--- src/rtl/tictactoe_pkg.sv ---
// Shared tic-tac-toe definitions: cell codes, sequencer FSM states, the
// eight winning lines and board read/write helpers for the 18-bit flat board.
package tictactoe_pkg;

  localparam logic [1:0] CELL_EMPTY  = 2'd0;
  localparam logic [1:0] CELL_CROSS  = 2'd1;
  localparam logic [1:0] CELL_CIRCLE = 2'd2;

  localparam int NUM_CELLS = 9;
  localparam int NUM_LINES = 8;

  typedef enum logic [1:0] {
    ST_PLAY  = 2'd0,
    ST_CHECK = 2'd1,
    ST_OVER  = 2'd2
  } state_e;

  // Index l holds the three cells of line l: rows, columns, main and anti diagonal.
  localparam logic [NUM_LINES-1:0][2:0][3:0] LINE_TABLE = {
    {4'd2, 4'd4, 4'd6},
    {4'd0, 4'd4, 4'd8},
    {4'd2, 4'd5, 4'd8},
    {4'd1, 4'd4, 4'd7},
    {4'd0, 4'd3, 4'd6},
    {4'd6, 4'd7, 4'd8},
    {4'd3, 4'd4, 4'd5},
    {4'd0, 4'd1, 4'd2}
  };

  // Out-of-range indices read as empty, so callers need no separate guard.
  function automatic logic [1:0] cell_get(input logic [17:0] board,
                                          input logic [3:0]  idx);
    cell_get = CELL_EMPTY;
    for (int k = 0; k < NUM_CELLS; k++) begin
      if (idx == 4'(k)) cell_get = board[2*k +: 2];
    end
  endfunction

  function automatic logic [17:0] cell_set(input logic [17:0] board,
                                           input logic [3:0]  idx,
                                           input logic [1:0]  val);
    cell_set = board;
    for (int k = 0; k < NUM_CELLS; k++) begin
      if (idx == 4'(k)) cell_set[2*k +: 2] = val;
    end
  endfunction

endpackage

--- src/rtl/move_sequencer_win_detector.sv ---
// Combinational three-in-a-row detector over the flat board; reports every
// completed line and the owner of the lowest-numbered one.
module win_detector
  import tictactoe_pkg::*;
(
  input  logic [17:0] state_flat_i,
  output logic [1:0]  winner_o,
  output logic [7:0]  win_line_o
);

  always_comb begin
    logic [1:0] a;
    logic [1:0] b;
    logic [1:0] c;
    a          = CELL_EMPTY;
    b          = CELL_EMPTY;
    c          = CELL_EMPTY;
    winner_o   = CELL_EMPTY;
    win_line_o = '0;
    for (int l = 0; l < NUM_LINES; l++) begin
      a = cell_get(state_flat_i, LINE_TABLE[l][0]);
      b = cell_get(state_flat_i, LINE_TABLE[l][1]);
      c = cell_get(state_flat_i, LINE_TABLE[l][2]);
      if ((a != CELL_EMPTY) && (a == b) && (b == c)) begin
        win_line_o[l] = 1'b1;
        if (winner_o == CELL_EMPTY) winner_o = a;
      end
    end
  end

endmodule

--- src/rtl/move_sequencer.sv ---
// Tic-tac-toe move sequencer: validates key presses, owns the board and the
// oldest-first piece queue, alternates turns and latches the game result.
module move_sequencer
  import tictactoe_pkg::*;
#(
  parameter int MAX_PIECES = 6,
  parameter int QPTR_W     = 3
) (
  input  logic        clock,
  input  logic        reset,
  input  logic        keyValid,
  input  logic [3:0]  keyCell,
  input  logic        restart,
  output logic        moveAccept,
  output logic        moveReject,
  output logic [17:0] state_flat,
  output logic        turn,
  output logic [1:0]  winner,
  output logic [7:0]  winLine,
  output logic        gameOver,
  output logic [7:0]  moveCount
);

  localparam int CNT_W = QPTR_W + 1;

  // Handshake: keyValid is a one-cycle request with no backpressure. Every
  // request is answered exactly once on the following cycle by moveAccept or
  // moveReject (never both), except when restart is high in the same cycle,
  // in which case the request is dropped silently.

  state_e                state_q, state_d;
  logic [17:0]           board_q, board_d;
  logic                  turn_q, turn_d;
  logic [1:0]            winner_q, winner_d;
  logic [7:0]            win_line_q, win_line_d;
  logic [7:0]            move_count_q, move_count_d;
  logic                  accept_q, accept_d;
  logic                  reject_q, reject_d;
  logic [QPTR_W-1:0]     head_q, head_d;
  logic [QPTR_W-1:0]     tail_q, tail_d;
  logic [CNT_W-1:0]      count_q, count_d;
  logic [3:0]            q_mem_q [MAX_PIECES];

  logic                  clear_game;
  logic                  key_ok;
  logic                  queue_full;
  logic [3:0]            evict_cell;
  logic [17:0]           board_placed;
  logic [1:0]            det_winner;
  logic [7:0]            det_line;

  function automatic logic [QPTR_W-1:0] ptr_inc(input logic [QPTR_W-1:0] p);
    return (p == QPTR_W'(MAX_PIECES - 1)) ? '0 : p + QPTR_W'(1);
  endfunction

  assign clear_game   = !reset || restart;
  assign key_ok       = keyValid && (state_q == ST_PLAY) && (keyCell <= 4'd8) &&
                        (cell_get(board_q, keyCell) == CELL_EMPTY);
  assign queue_full   = (count_q == CNT_W'(MAX_PIECES));
  assign evict_cell   = q_mem_q[head_q];
  assign board_placed = cell_set(board_q, keyCell, turn_q ? CELL_CROSS : CELL_CIRCLE);

  win_detector u_win_detector (
    .state_flat_i (board_q),
    .winner_o     (det_winner),
    .win_line_o   (det_line)
  );

  // FSM state register
  always_ff @(posedge clock) begin
    if (clear_game) state_q <= ST_PLAY;
    else            state_q <= state_d;
  end

  // FSM next state
  always_comb begin
    state_d = state_q;
    case (state_q)
      ST_PLAY:  if (key_ok) state_d = ST_CHECK;
      ST_CHECK: state_d = (det_winner != CELL_EMPTY) ? ST_OVER : ST_PLAY;
      ST_OVER:  state_d = ST_OVER;
      default:  state_d = ST_PLAY;
    endcase
  end

  // FSM outputs and datapath next values
  always_comb begin
    board_d      = board_q;
    turn_d       = turn_q;
    winner_d     = winner_q;
    win_line_d   = win_line_q;
    move_count_d = move_count_q;
    head_d       = head_q;
    tail_d       = tail_q;
    count_d      = count_q;
    accept_d     = 1'b0;
    reject_d     = 1'b0;
    case (state_q)
      ST_PLAY: begin
        if (key_ok) begin
          // A full queue evicts the oldest piece on the same edge as the placement.
          if (queue_full) begin
            board_d = cell_set(board_placed, evict_cell, CELL_EMPTY);
            head_d  = ptr_inc(head_q);
          end else begin
            board_d = board_placed;
            count_d = count_q + CNT_W'(1);
          end
          tail_d       = ptr_inc(tail_q);
          accept_d     = 1'b1;
          move_count_d = (move_count_q == 8'hFF) ? move_count_q : move_count_q + 8'd1;
        end else if (keyValid) begin
          reject_d = 1'b1;
        end
      end
      ST_CHECK: begin
        reject_d = keyValid;
        if (det_winner != CELL_EMPTY) begin
          winner_d   = det_winner;
          win_line_d = det_line;
        end else begin
          turn_d = ~turn_q;
        end
      end
      ST_OVER: reject_d = keyValid;
      default: ;
    endcase
  end

  always_ff @(posedge clock) begin
    if (clear_game) begin
      board_q      <= '0;
      turn_q       <= 1'b1;
      winner_q     <= CELL_EMPTY;
      win_line_q   <= '0;
      move_count_q <= '0;
      accept_q     <= 1'b0;
      reject_q     <= 1'b0;
      head_q       <= '0;
      tail_q       <= '0;
      count_q      <= '0;
      for (int i = 0; i < MAX_PIECES; i++) q_mem_q[i] <= '0;
    end else begin
      board_q      <= board_d;
      turn_q       <= turn_d;
      winner_q     <= winner_d;
      win_line_q   <= win_line_d;
      move_count_q <= move_count_d;
      accept_q     <= accept_d;
      reject_q     <= reject_d;
      head_q       <= head_d;
      tail_q       <= tail_d;
      count_q      <= count_d;
      if (key_ok) q_mem_q[tail_q] <= keyCell;
    end
  end

  assign moveAccept = accept_q;
  assign moveReject = reject_q;
  assign state_flat = board_q;
  assign turn       = turn_q;
  assign winner     = winner_q;
  assign winLine    = win_line_q;
  assign gameOver   = (state_q == ST_OVER);
  assign moveCount  = move_count_q;

endmodule

--- config.mk ---
export PLATFORM = sky130hd
export DESIGN_NAME = move_sequencer
export DESIGN_NICKNAME = d
export VERILOG_FILES = /design/src/rtl/tictactoe_pkg.sv /design/src/rtl/move_sequencer_win_detector.sv /design/src/rtl/move_sequencer.sv
export SDC_FILE = /design/constraint.sdc
export NUM_CORES = 1
export LEC_CHECK = 0
export ABC_CLOCK_PERIOD_IN_PS = 2500
export CAP_MARGIN = 30
export CORE_UTILIZATION = 30
export CTS_CLUSTER_DIAMETER = 150
export CTS_CLUSTER_SIZE = 24
export DETAILED_ROUTE_END_ITERATION = 8
export PLACE_DENSITY = 0.5
export SLEW_MARGIN = 20
export SYNTH_ARGS = -nofsm -noshare
export SYNTH_HDL_FRONTEND = slang
export SYNTH_SLANG_ARGS = --single-unit
--- constraint.sdc ---
create_clock -name clock -period 2.5 [get_ports clock]
set_input_delay 0.375 -clock clock [delete_from_list [all_inputs] [get_ports clock]]
set_output_delay 0.375 -clock clock [all_outputs]
set_load 0.03 [all_outputs]
==> results.ini, run 1 <==
[routing]
route.detailed.drc = 0
via_count = 4195
detail_route.wl_per_cell_um = 16.1
avgViaCountPerCell = 5.05
first_iter_violations = 303
firstDrtPassIters = 6
antenna_left = 0
drt-total-wl_um = 13400

[layout]
areaGrowthSynthToFinish_pct = 34.8
insertedDiodeCount = 0
layout-drive-gt1-share_pct = 27.3
fin_nets = 629
fin_util_pct = 41.5
fin_cells = 830

[power_and_ir_drop]
p_clk_share_pct = 43.5
internal-power_mw = 2.38
p_sw_share_pct = 23.1
p_per_area_nw_per_um2 = 488
sequentialPowerShare_pct = 48.0
combPwrFrac_pct = 8.6
peakVddDrop_v = 0.000313
finalPower_mw = 3.10
switching_power_mw = 0.716
p_leak_nw = 2.33

[placed_design]
dp_hpwl_um = 10100
place_congestion = 0.864
post-place-ws_ns = -0.499
placement.io_buffers = 47
dp.cells = 809

[floorplanning]
die_w_um = 127
core-area_um2 = 15300
initial_core_util_pct = 30.8
dieArea_um2 = 16200
die_h_um = 127
io_pins = 48
std_cell_rows = 45

[worst_setup_path]
critPathTopFamily = simple AND/OR/NAND/NOR gates
path_cells = or3_4, a21oi_4, nor2_2, or4b_4, nor4b_4, buf_6, buf_6, and3_4, o21ai_2
worst_path_max_delay_cell = or4b_4
path_max_fanout = 8
crit_path_end_kind = flop
critPathRequiredTime_ns = 2.74
critPathKind = reg -> reg
slowest_delay_ns = 0.54
cp_num_buf_inv = 2
r2r_start = state_flat[0]
cp_data_arrival_time_ns = 2.70
crit_path_start = state_flat[0]
cp_common_cell = buf_6
cp-start-kind = flop

[synthesis]
ys_ff_latch = 86
netlist_area_um2 = 4700
yosys-top-cells-count = 67 x nor2_1, 54 x dfxtp_1, 42 x nand2_1
synth_flop_cell = dfxtp_1
ys_warn_count = 0
synth_top_area_share_pct = 23.0
synth_edf_count = 32
synth_area_leader_cell = dfxtp_1
ys_seq_area_share_pct = 43.4
synth_cell_types = 74
async_reset_ff_share_pct = 0
synthesis.nets = 525
synth.avg_cell_area_um2 = 9.22
synth.most_common_cell = nor2_1
netlist_instances = 510
ys_top_cells_by_area = dfxtp_1 23%, edfxtp_1 20%, nor2_1 5.3%, mux4_2 3.8%, nand2_1 3.4%

[sta]
slew_headroom_pct = 62.2
rsz0062_at_grt = true
tns_ns = 0
worst_slack_ns = 0.0345
layout_min_cycle_time_ns = 2.47
fin_crit_sh_pct = 98.6
tightestPinTransition_ns = 0.560
clock_skew_ns = 0.00860
slew_violations = 0
hold_violations = 0
finalSetupViolCount = 0
timing.fmax_mhz = 406

[run_status]
status = completed

[grt]
grt_pass1_vias = 4065
antenna_found_initial = 0
globalRouteTotalUtil_pct = 17.4
grt_pass1_wl_um = 21500
grt_max_degree = 41
grt_overflow_total = 0

[cts]
clk_pin_slew_ns = 0.06
cts_buffers = 9
cts_tree = yes
clk_path_buf_depth = 2
clk_latency_ns = 0.35
root_buffer = clkbuf_16
h-tree-depth = 3
cts_sinks = 86

[run]
drv.max_cap_violation_count = 0

[hold_path]
hp-class = reg -> reg
hold_start = winner[1]

## power groups by stage
stage	combinational [mW]	clock (mW)	sequential, mW
3_5_place_dp	0.247	0	1.52
3_3_place_gp	0.246	0	1.52
6_report	0.265	1.35	1.49
4_1_cts	0.254	1.38	1.49
2_1_floorplan	0.135	0	1.52
5_1_grt	0.287	1.44	1.49
## metal layers
metal | track usage, % | routed length [um] | up-vias
met4 | 4.48 | 110 | 0
met3 | 4.77 | 719 | 10
li1 | - | - | 2071
met5 | 0 | 0 | -
met2 | 27.2 | 6110 | 108
met1 | 23.8 | 6460 | 2006
## final timing paths
path / to / slack [ns] / cells past startpoint
setup / recovery: turn / 0.03 / 9
hold / removal: winner[1] / 0.46 / 2
setup reg to reg: turn / 0.03 / 9
hold reg to reg: winner[1] / 0.46 / 2
## cells by family (layout without fill, tap and decap cells)
| group | Yosys count | count (layout) | share of synthesized area [%] |
|---|---|---|---|
| XOR/XNOR | 7 | 7 | 1.30 |
| AO/OA/AOI/OAI | 115 | 115 | 16.9 |
| flip-flops | 86 | 86 | 43.4 |
| AND/OR/NAND/NOR | 236 | 237 | 26.4 |
| adder cells (fa/ha/maj) | 7 | 7 | 1.86 |
| multiplexers | 15 | 15 | 5.35 |
| buffers and inverters | 44 | 152 | 4.79 |
## state kept, by name, indices dropped and copies added, names as in the netlist, 2 cells and up, named ones only
| name | count |
|---|---|
| winner | 2 |
| winLine | 8 |
| q_mem_q | 32 |
| head_q | 3 |
| state_q | 2 |
| count_q | 4 |
| state_flat | 18 |
| tail_q | 3 |
| moveCount | 8 |
## area by class of cell
| cell class | count | area (um2) |
|---|---|---|
| Clock buffer | 11 | 236 |
| Fill cell | 1504 | 8920 |
| Sequential cell | 86 | 2060 |
| Multi-Input combinational cell | 381 | 2560 |
| Clock inverter | 5 | 58.8 |
| Inverter | 8 | 30.0 |
| Tap cell | 211 | 264 |
| Timing Repair Buffer | 128 | 1130 |
## worst register-to-register path: stages, from the launching register on
cell and delay, ns:
dfxtp_4 0.39, or3_4 0.36, a21oi_4 0.25, nor2_2 0.08
or4b_4 0.54, nor4b_4 0.27, buf_6 0.16, buf_6 0.09
and3_4 0.17, o21ai_2 0.04
## through the flow
stage	hold WS (ns)	instance area [um2]
after global routing	0.486	6340
after CTS	0.461	6210
final	0.456	6340
after detailed placement	0.449	5880
after floorplan	0.454	4730
after global placement	0.449	5880
## placed cells by master, fill, tap and decap left out, types with 5 or more instances in the layout
cell type,n
clkbuf_16,9
inv_1,8
and2_1,9
or3b_2,5
o21ai_2,5
clkdlybuf4s50_1,45
or3_1,9
a21oi_1,25
a32oi_1,9
mux4_2,8
nand3_1,19
buf_4,75
nand2_1,42
nor3_1,14
nand4_1,5
ha_1,7
mux2i_1,6
and3_1,8
nor2_1,65
a21o_1,6
o21ai_0,13
nand2b_1,15
edfxtp_1,32
dfxtp_2,10
xnor2_1,6
a22oi_1,8
dfxtp_1,43
o21ai_1,5
## timing repair
action	in CTS	in global routing
pin swaps	1	9
gates resized for setup	8	30
gates cloned	0	1
setup buffers	3	1
hold buffers	0	0
setup endpoints to repair	61	83
endpoints found under the hold margin	0	0
Note: power is estimated with default switching activity, not from simulation.
==> inputs of run 2 (changes only) <==
Settings changed: RECOVER_POWER set to 25.
==> results.ini, run 2 (synthesis gave the netlist of run 1 again) <==
[worst_setup_path]
cp_data_arrival_time_ns = 2.71  ; about the same
cp-start-kind = flop
cp_common_cell = buf_6
reg2regPathDepth = 9  ; unchanged
crit_path_end_kind = flop
cp_num_buf_inv = 2  ; unchanged
slowest_delay_ns = 0.54  ; about the same
path_max_fanout = 8  ; unchanged
critPathKind = reg -> reg
critPathTopFamily = simple AND/OR/NAND/NOR gates
rrSetupSlack_ns = 0.03  ; about the same
critPathRequiredTime_ns = 2.74  ; about the same
path_cells = or3_4, a21oi_4, nor2_2, or4b_4, nor4b_4, buf_6, buf_6, and3_4, o21ai_2
r2r_start = state_flat[0]
r2r_end = turn
worst_path_max_delay_cell = or4b_4

[hold_path]
hp-class = reg -> reg
holdPathStages = 2  ; unchanged
holdPathEnd = winner[1]
hold_start = winner[1]

[placed_design]
place_congestion = 0.864  ; unchanged
dp.cells = 809  ; unchanged
post-place-ws_ns = -0.499  ; unchanged
placement.io_buffers = 47  ; unchanged
dp_hpwl_um = 10100  ; unchanged

[layout]
final_common_cell = buf_4
insertedDiodeCount = 0  ; unchanged
registers.top_by_ff_count = q_mem_q
fin_cells = 830  ; unchanged
layout-drive-gt1-share_pct = 27.1  ; -0.16 points
fin_nets = 629  ; unchanged
areaGrowthSynthToFinish_pct = 34.7  ; about the same
largest_reg_flops = 32  ; unchanged
final_cell_mix = 75 x buf_4, 66 x nor2_1, 43 x dfxtp_1

[cts]
cts_sinks = 86  ; unchanged
clk_latency_ns = 0.35  ; about the same
clk_pin_slew_ns = 0.06  ; about the same
h-tree-depth = 3  ; unchanged
clk_path_buf_depth = 2  ; unchanged
cts_tree = yes
cts_hold_buf = 0  ; unchanged
cts_buffers = 9  ; unchanged
root_buffer = clkbuf_16

[routing]
route.detailed.drc = 0  ; unchanged
avgViaCountPerCell = 5.05  ; about the same
firstDrtPassIters = 7  ; +1
drt-total-wl_um = 13300  ; -0.42%
via_count = 4191  ; -0.095%
detail_route.wl_per_cell_um = 16.1  ; -0.42%
first_iter_violations = 306  ; +0.99%
antenna_left = 0  ; unchanged

[floorplanning]
initial_core_util_pct = 30.8  ; unchanged
std_cell_rows = 45  ; unchanged
die_w_um = 127  ; unchanged
core-area_um2 = 15300  ; unchanged
io_pins = 48  ; unchanged
die_h_um = 127  ; unchanged
dieArea_um2 = 16200  ; unchanged

[power_and_ir_drop]
p_per_area_nw_per_um2 = 488  ; about the same
peakVddDrop_v = 0.000313  ; +0.17%
finalPower_mw = 3.09  ; about the same
p_leak_nw = 2.45  ; +5.0%

[sta]
tns_ns = 0  ; unchanged
timing.fmax_mhz = 405  ; about the same
finalSetupViolCount = 0  ; unchanged
slew_headroom_pct = 62.5  ; +0.33 points
hold_violations = 0  ; unchanged
tightestPinTransition_ns = 0.555  ; -0.00492 ns
rsz0062_at_grt = true
clock_skew_ns = 0.00915  ; +0.000547 ns
slew_violations = 0  ; unchanged
fin_crit_sh_pct = 98.7  ; about the same
layout_min_cycle_time_ns = 2.47  ; +0.000974 ns
worst_slack_ns = 0.0335  ; -0.000974 ns

[grt]
grt_pass1_vias = 4065  ; unchanged
antenna_found_initial = 0  ; unchanged
grt_pass1_wl_um = 21500  ; unchanged
grt_max_degree = 41  ; unchanged
grt_overflow_total = 0  ; unchanged
globalRouteTotalUtil_pct = 17.4  ; unchanged

[run]
drv.max_cap_violation_count = 0  ; unchanged

[run_status]
status = completed

run 2: cell count changes in the layout (fill, tap and decap cells not counted):
cell / change
dlygate4sd3_1: +35
nor2_2: -1
nor2_1: +1
clkdlybuf4s50_1: -35
run 2: final cells by class:
| type | instances | area (um2) |
|---|---|---|
| Fill cell | 1505 | 8920 |
| Multi-Input combinational cell | 381 | 2560 |
| Sequential cell | 86 | 2060 |
| Timing Repair Buffer | 128 | 1130 |
| Tap cell | 211 | 264 |
| Clock buffer | 11 | 236 |
| Clock inverter | 5 | 58.8 |
| Inverter | 8 | 30.0 |
run 2: worst register-to-register path, delay by kind of cell (launching register included):
family | cells | cell delay (ns)
AO/OA/AOI/OAI | 2 | 0.29
buffers and inverters | 2 | 0.25
flip-flops | 1 | 0.39
AND/OR/NAND/NOR | 5 | 1.42
run 2: power breakdown:
| part | switching [mW] | total (mW) | leakage [nW] | internal, mW |
|---|---|---|---|---|
| Clock | 0.558 | 1.35 | 0.140 | 0.787 |
| Sequential | 0.0131 | 1.49 | 0.771 | 1.47 |
| Combinational | 0.144 | 0.264 | 1.54 | 0.120 |
| Total | 0.715 | 3.09 | 2.45 | 2.38 |
run 2: how the worst max path moves through the flow:
stage / start / to / slack (ns) / cells past startpoint
after floorplan: keyCell[0] / q_mem_q[0][0] / -0.04 / 8
after global placement: keyCell[0] / q_mem_q[0][2] / -0.41 / 9
after detailed placement: keyCell[0] / q_mem_q[0][2] / -0.50 / 9
after CTS: keyCell[0] / count_q[3] / 0.001 / 8
after global routing: state_flat[0] / turn / -0.03 / 9
final: state_flat[0] / turn / 0.03 / 9
run 2: through the flow:
| step | hold slack, ns | instance area (um2) | util, % |
|---|---|---|---|
| finish | 0.454 | 6340 | 41.5 |
| global route | 0.483 | 6340 | 41.5 |
| CTS | 0.461 | 6210 | 40.7 |
| detailed placement | 0.449 | 5880 | 38.5 |
| global placement | 0.449 | 5880 | 38.5 |
| floorplan | 0.454 | 4730 | - |
run 2: routing by layer:
| metal | wire (um) | vias to the layer above | global-route usage [%] |
|---|---|---|---|
| li1 | - | 2069 | - |
| met1 | 6410 | 2007 | 23.8 |
| met2 | 6070 | 103 | 27.2 |
| met3 | 721 | 12 | 4.77 |
| met4 | 140 | 0 | 4.48 |
| met5 | 0 | - | 0 |
run 2: repair_timing:
action,4_1_cts,5_1_grt
setup buffers,3,1
resized for setup,8,30
gates cloned,0,1
pin swaps,1,9
setup endpoints to repair,61,83
==> inputs of run 3 (changes only) <==
Settings changed: ABC_AREA set to 1, CELL_PAD_IN_SITES_DETAIL_PLACEMENT set to 1, CELL_PAD_IN_SITES_GLOBAL_PLACEMENT set to 2, CORE_UTILIZATION 30 to 29, PLACE_DENSITY 0.5 to 0.76, SKIP_LAST_GASP set to 1.
==> results.ini, run 3 <==
[run_status]
status = completed

[floorplanning]
initial_core_util_pct = 29.9  ; -0.95 points
die_h_um = 128  ; +0.30%
dieArea_um2 = 16300  ; +0.61%
io_pins = 48  ; unchanged
die_w_um = 128  ; +0.30%
core-area_um2 = 15300  ; +0.37%
std_cell_rows = 45  ; unchanged

[sta]
rsz0062_at_grt = true
clock_skew_ns = 0.0103  ; +0.00114 ns
layout_min_cycle_time_ns = 2.34  ; -0.125 ns
tightestPinTransition_ns = 0.526  ; -0.0288 ns
hold_violations = 0  ; unchanged
finalSetupViolCount = 0  ; unchanged
slew_headroom_pct = 64.6  ; +2.0 points
tns_ns = 0  ; unchanged
slew_violations = 0  ; unchanged
timing.fmax_mhz = 427  ; +5.4%
fin_crit_sh_pct = 93.6  ; -5.0 points

[routing]
route.detailed.drc = 0  ; unchanged
avgViaCountPerCell = 4.85  ; -3.9%
antenna_left = 0  ; unchanged
firstDrtPassIters = 4  ; -3
detail_route.wl_per_cell_um = 16.0  ; -0.41%
drt-total-wl_um = 15100  ; +13%
via_count = 4569  ; +9.0%
first_iter_violations = 193  ; -37%

[worst_setup_path]
worst_path_max_delay_cell = dfxtp_4
critPathKind = reg -> reg
crit_path_end_kind = flop
cp_data_arrival_time_ns = 2.59  ; -0.12 ns
critPathTopFamily = simple AND/OR/NAND/NOR gates
critPathRequiredTime_ns = 2.75  ; about the same
path_cells = inv_8, nor2_4, nand2_2, a21oi_4, nor2_1, nor2_1, nand2_2, a21oi_2, nand2_1, inv_1, nand2_1, inv_2, nand3_2, nand2_4, nor2_4, nor2_4, nand2_1, inv_1, nor2_1
cp-start-kind = flop
path_max_fanout = 8  ; unchanged
slowest_delay_ns = 0.39  ; -0.15 ns
cp_num_buf_inv = 4  ; +2

[cts]
cts_sinks = 86  ; unchanged
clk_path_buf_depth = 2  ; unchanged
h-tree-depth = 3  ; unchanged
root_buffer = clkbuf_16
cts_tree = yes
cts_buffers = 9  ; unchanged
clk_pin_slew_ns = 0.07  ; about the same
clk_latency_ns = 0.35  ; about the same
cts_hold_buf = 0  ; unchanged

[power_and_ir_drop]
peakVddDrop_v = 0.000320  ; +2.0%
p_leak_nw = 2.39  ; -2.3%
p_per_area_nw_per_um2 = 497  ; +1.8%

[synthesis]
netlist_area_um2 = 4570  ; -2.7%
synth_edf_count = 32  ; unchanged
yosys-top-cells-count = 110 x nand2_1, 110 x nor2_1, 73 x inv_1
ys_ff_latch = 86  ; unchanged
async_reset_ff_share_pct = 0  ; unchanged
ys_top_cells_by_area = dfxtp_1 24%, edfxtp_1 21%, nand2_1 9.0%, nor2_1 9.0%, nand3_1 7.5%
netlist_instances = 622  ; +22%
synth_flop_cell = dfxtp_1
synth.avg_cell_area_um2 = 7.35  ; -20%
synth_cell_types = 38  ; -49%
ys_seq_area_share_pct = 44.6  ; +1.2 points
ys_warn_count = 0  ; unchanged
synth_top_area_share_pct = 23.6  ; +0.65 points
synth_area_leader_cell = dfxtp_1
synthesis.nets = 637  ; +21%

[layout]
final_common_cell = nand2_1
largest_reg_flops = 32  ; unchanged
areaGrowthSynthToFinish_pct = 35.0
final_cell_mix = 103 x nand2_1, 102 x nor2_1, 64 x inv_1
fin_nets = 741  ; +18%
fillers = 1897  ; +26%
layout-drive-gt1-share_pct = 19.6  ; -7.6 points
fin_util_pct = 40.3  ; -1.2 points
registers.top_by_ff_count = q_mem_q
design_area_um2 = 6180  ; -2.5%
insertedDiodeCount = 0  ; unchanged

[grt]
grt_pass1_vias = 4723  ; +16%
globalRouteTotalUtil_pct = 19.6  ; +2.2 points
grt_overflow_total = 0  ; unchanged
grt_max_degree = 32  ; -22%
grt_pass1_wl_um = 24400  ; +13%
antenna_found_initial = 0  ; unchanged

[run]
drv.max_cap_violation_count = 0  ; unchanged

[hold_path]
hp-class = reg -> reg

[placed_design]
place_congestion = 0.855  ; -1.1%
dp_hpwl_um = 11900  ; +18%
placed_cell_area_um2 = 5670  ; -3.4%
placement.io_buffers = 47  ; unchanged

-- run 3: changes by cell type after synthesis, moves of 8 or more --
cell / before / now
o32ai_1: 0 / 8
and2_1: 10 / 2
nand2_1: 42 / 110
a32oi_1: 9 / 0
nor2_1: 67 / 110
o21ai_0: 22 / 46
and3_1: 8 / 0
or3_1: 9 / 0
clkbuf_1: 23 / 8
nand3_1: 21 / 69
nand2b_1: 15 / 0
inv_1: 8 / 73
mux4_2: 8 / 0
a22oi_1: 8 / 0
-- run 3: through the flow --
step / total power, mW / setup WS [ns] / instances / hold WS [ns]
after floorplan: 1.63 / 0.153 / 622 / 0.433
after global placement: 1.73 / -0.550 / 923 / 0.447
after detailed placement: 1.74 / -0.570 / 923 / 0.468
after CTS: 3.11 / -0.0111 / 939 / 0.477
after global routing: 3.18 / -0.0658 / 942 / 0.514
final: 3.07 / 0.159 / 942 / 0.473
-- run 3: area by class of cell --
| cell class | count | area [um2] | share of cell area [%] |
|---|---|---|---|
| Tap cell | 211 | 264 | 4.27 |
| Inverter | 80 | 308 | 4.98 |
| Sequential cell | 86 | 2060 | 33.4 |
| Clock buffer | 9 | 225 | 3.65 |
| Timing Repair Buffer | 104 | 918 | 14.9 |
| Multi-Input combinational cell | 445 | 2330 | 37.7 |
| Clock inverter | 7 | 71.3 | 1.15 |
-- run 3: worst reg2reg max path, stage by stage, from the launching register on --
cell     delay (ns)
dfxtp_4        0.39
inv_8          0.04
nor2_4         0.07
nand2_2        0.08
a21oi_4        0.24
nor2_1         0.07
nor2_1         0.18
nand2_2        0.11
a21oi_2        0.18
nand2_1        0.07
inv_1          0.07
nand2_1        0.06
inv_2          0.06
nand3_2        0.09
nand2_4        0.12
nor2_4         0.05
nor2_4         0.20
nand2_1        0.08
inv_1          0.05
nor2_1         0.04
-- run 3: timing repair --
item / in CTS / in global routing
resized for setup: 10 / 61
buffers inserted: 0 / 3
pin swaps: 1 / 16
endpoints found under the setup margin: 112 / 113
-- run 3: cell families (layout without fill, tap and decap cells) --
| logic type | after synthesis | count (layout) | synth area share, % |
|---|---|---|---|
| XOR/XNOR | 3 | 3 | 0.575 |
| AND/OR/NAND/NOR | 322 | 322 | 31.0 |
| AO/OA/AOI/OAI | 113 | 113 | 14.1 |
| flip-flops | 86 | 86 | 44.6 |
| buffers and inverters | 91 | 200 | 7.80 |
| adder cells (fa/ha/maj) | 7 | 7 | 1.91 |
-- run 3: final timing paths --
check	end	slack, ns	from	depth (start not counted)
worst max register to register	winner[1]	0.16	state_flat[0]	19
worst min-delay path	count_q[3]	0.47	count_q[3]	2
worst min register to register	count_q[3]	0.47	count_q[3]	2
worst max-delay path	winner[1]	0.16	state_flat[0]	19
-- run 3: metal layers --
metal / up-vias / GRT usage (%) / wire length (um)
li1: 2278 / - / -
met1: 2213 / 26.2 / 7470
met2: 68 / 32.3 / 6990
met3: 10 / 4.27 / 450
met4: 0 / 4.50 / 172
met5: - / 0 / 0
-- run 3: power breakdown --
part	switching [mW]	internal, mW
Sequential	0.0138	1.47
Combinational	0.137	0.0820
Clock	0.591	0.775
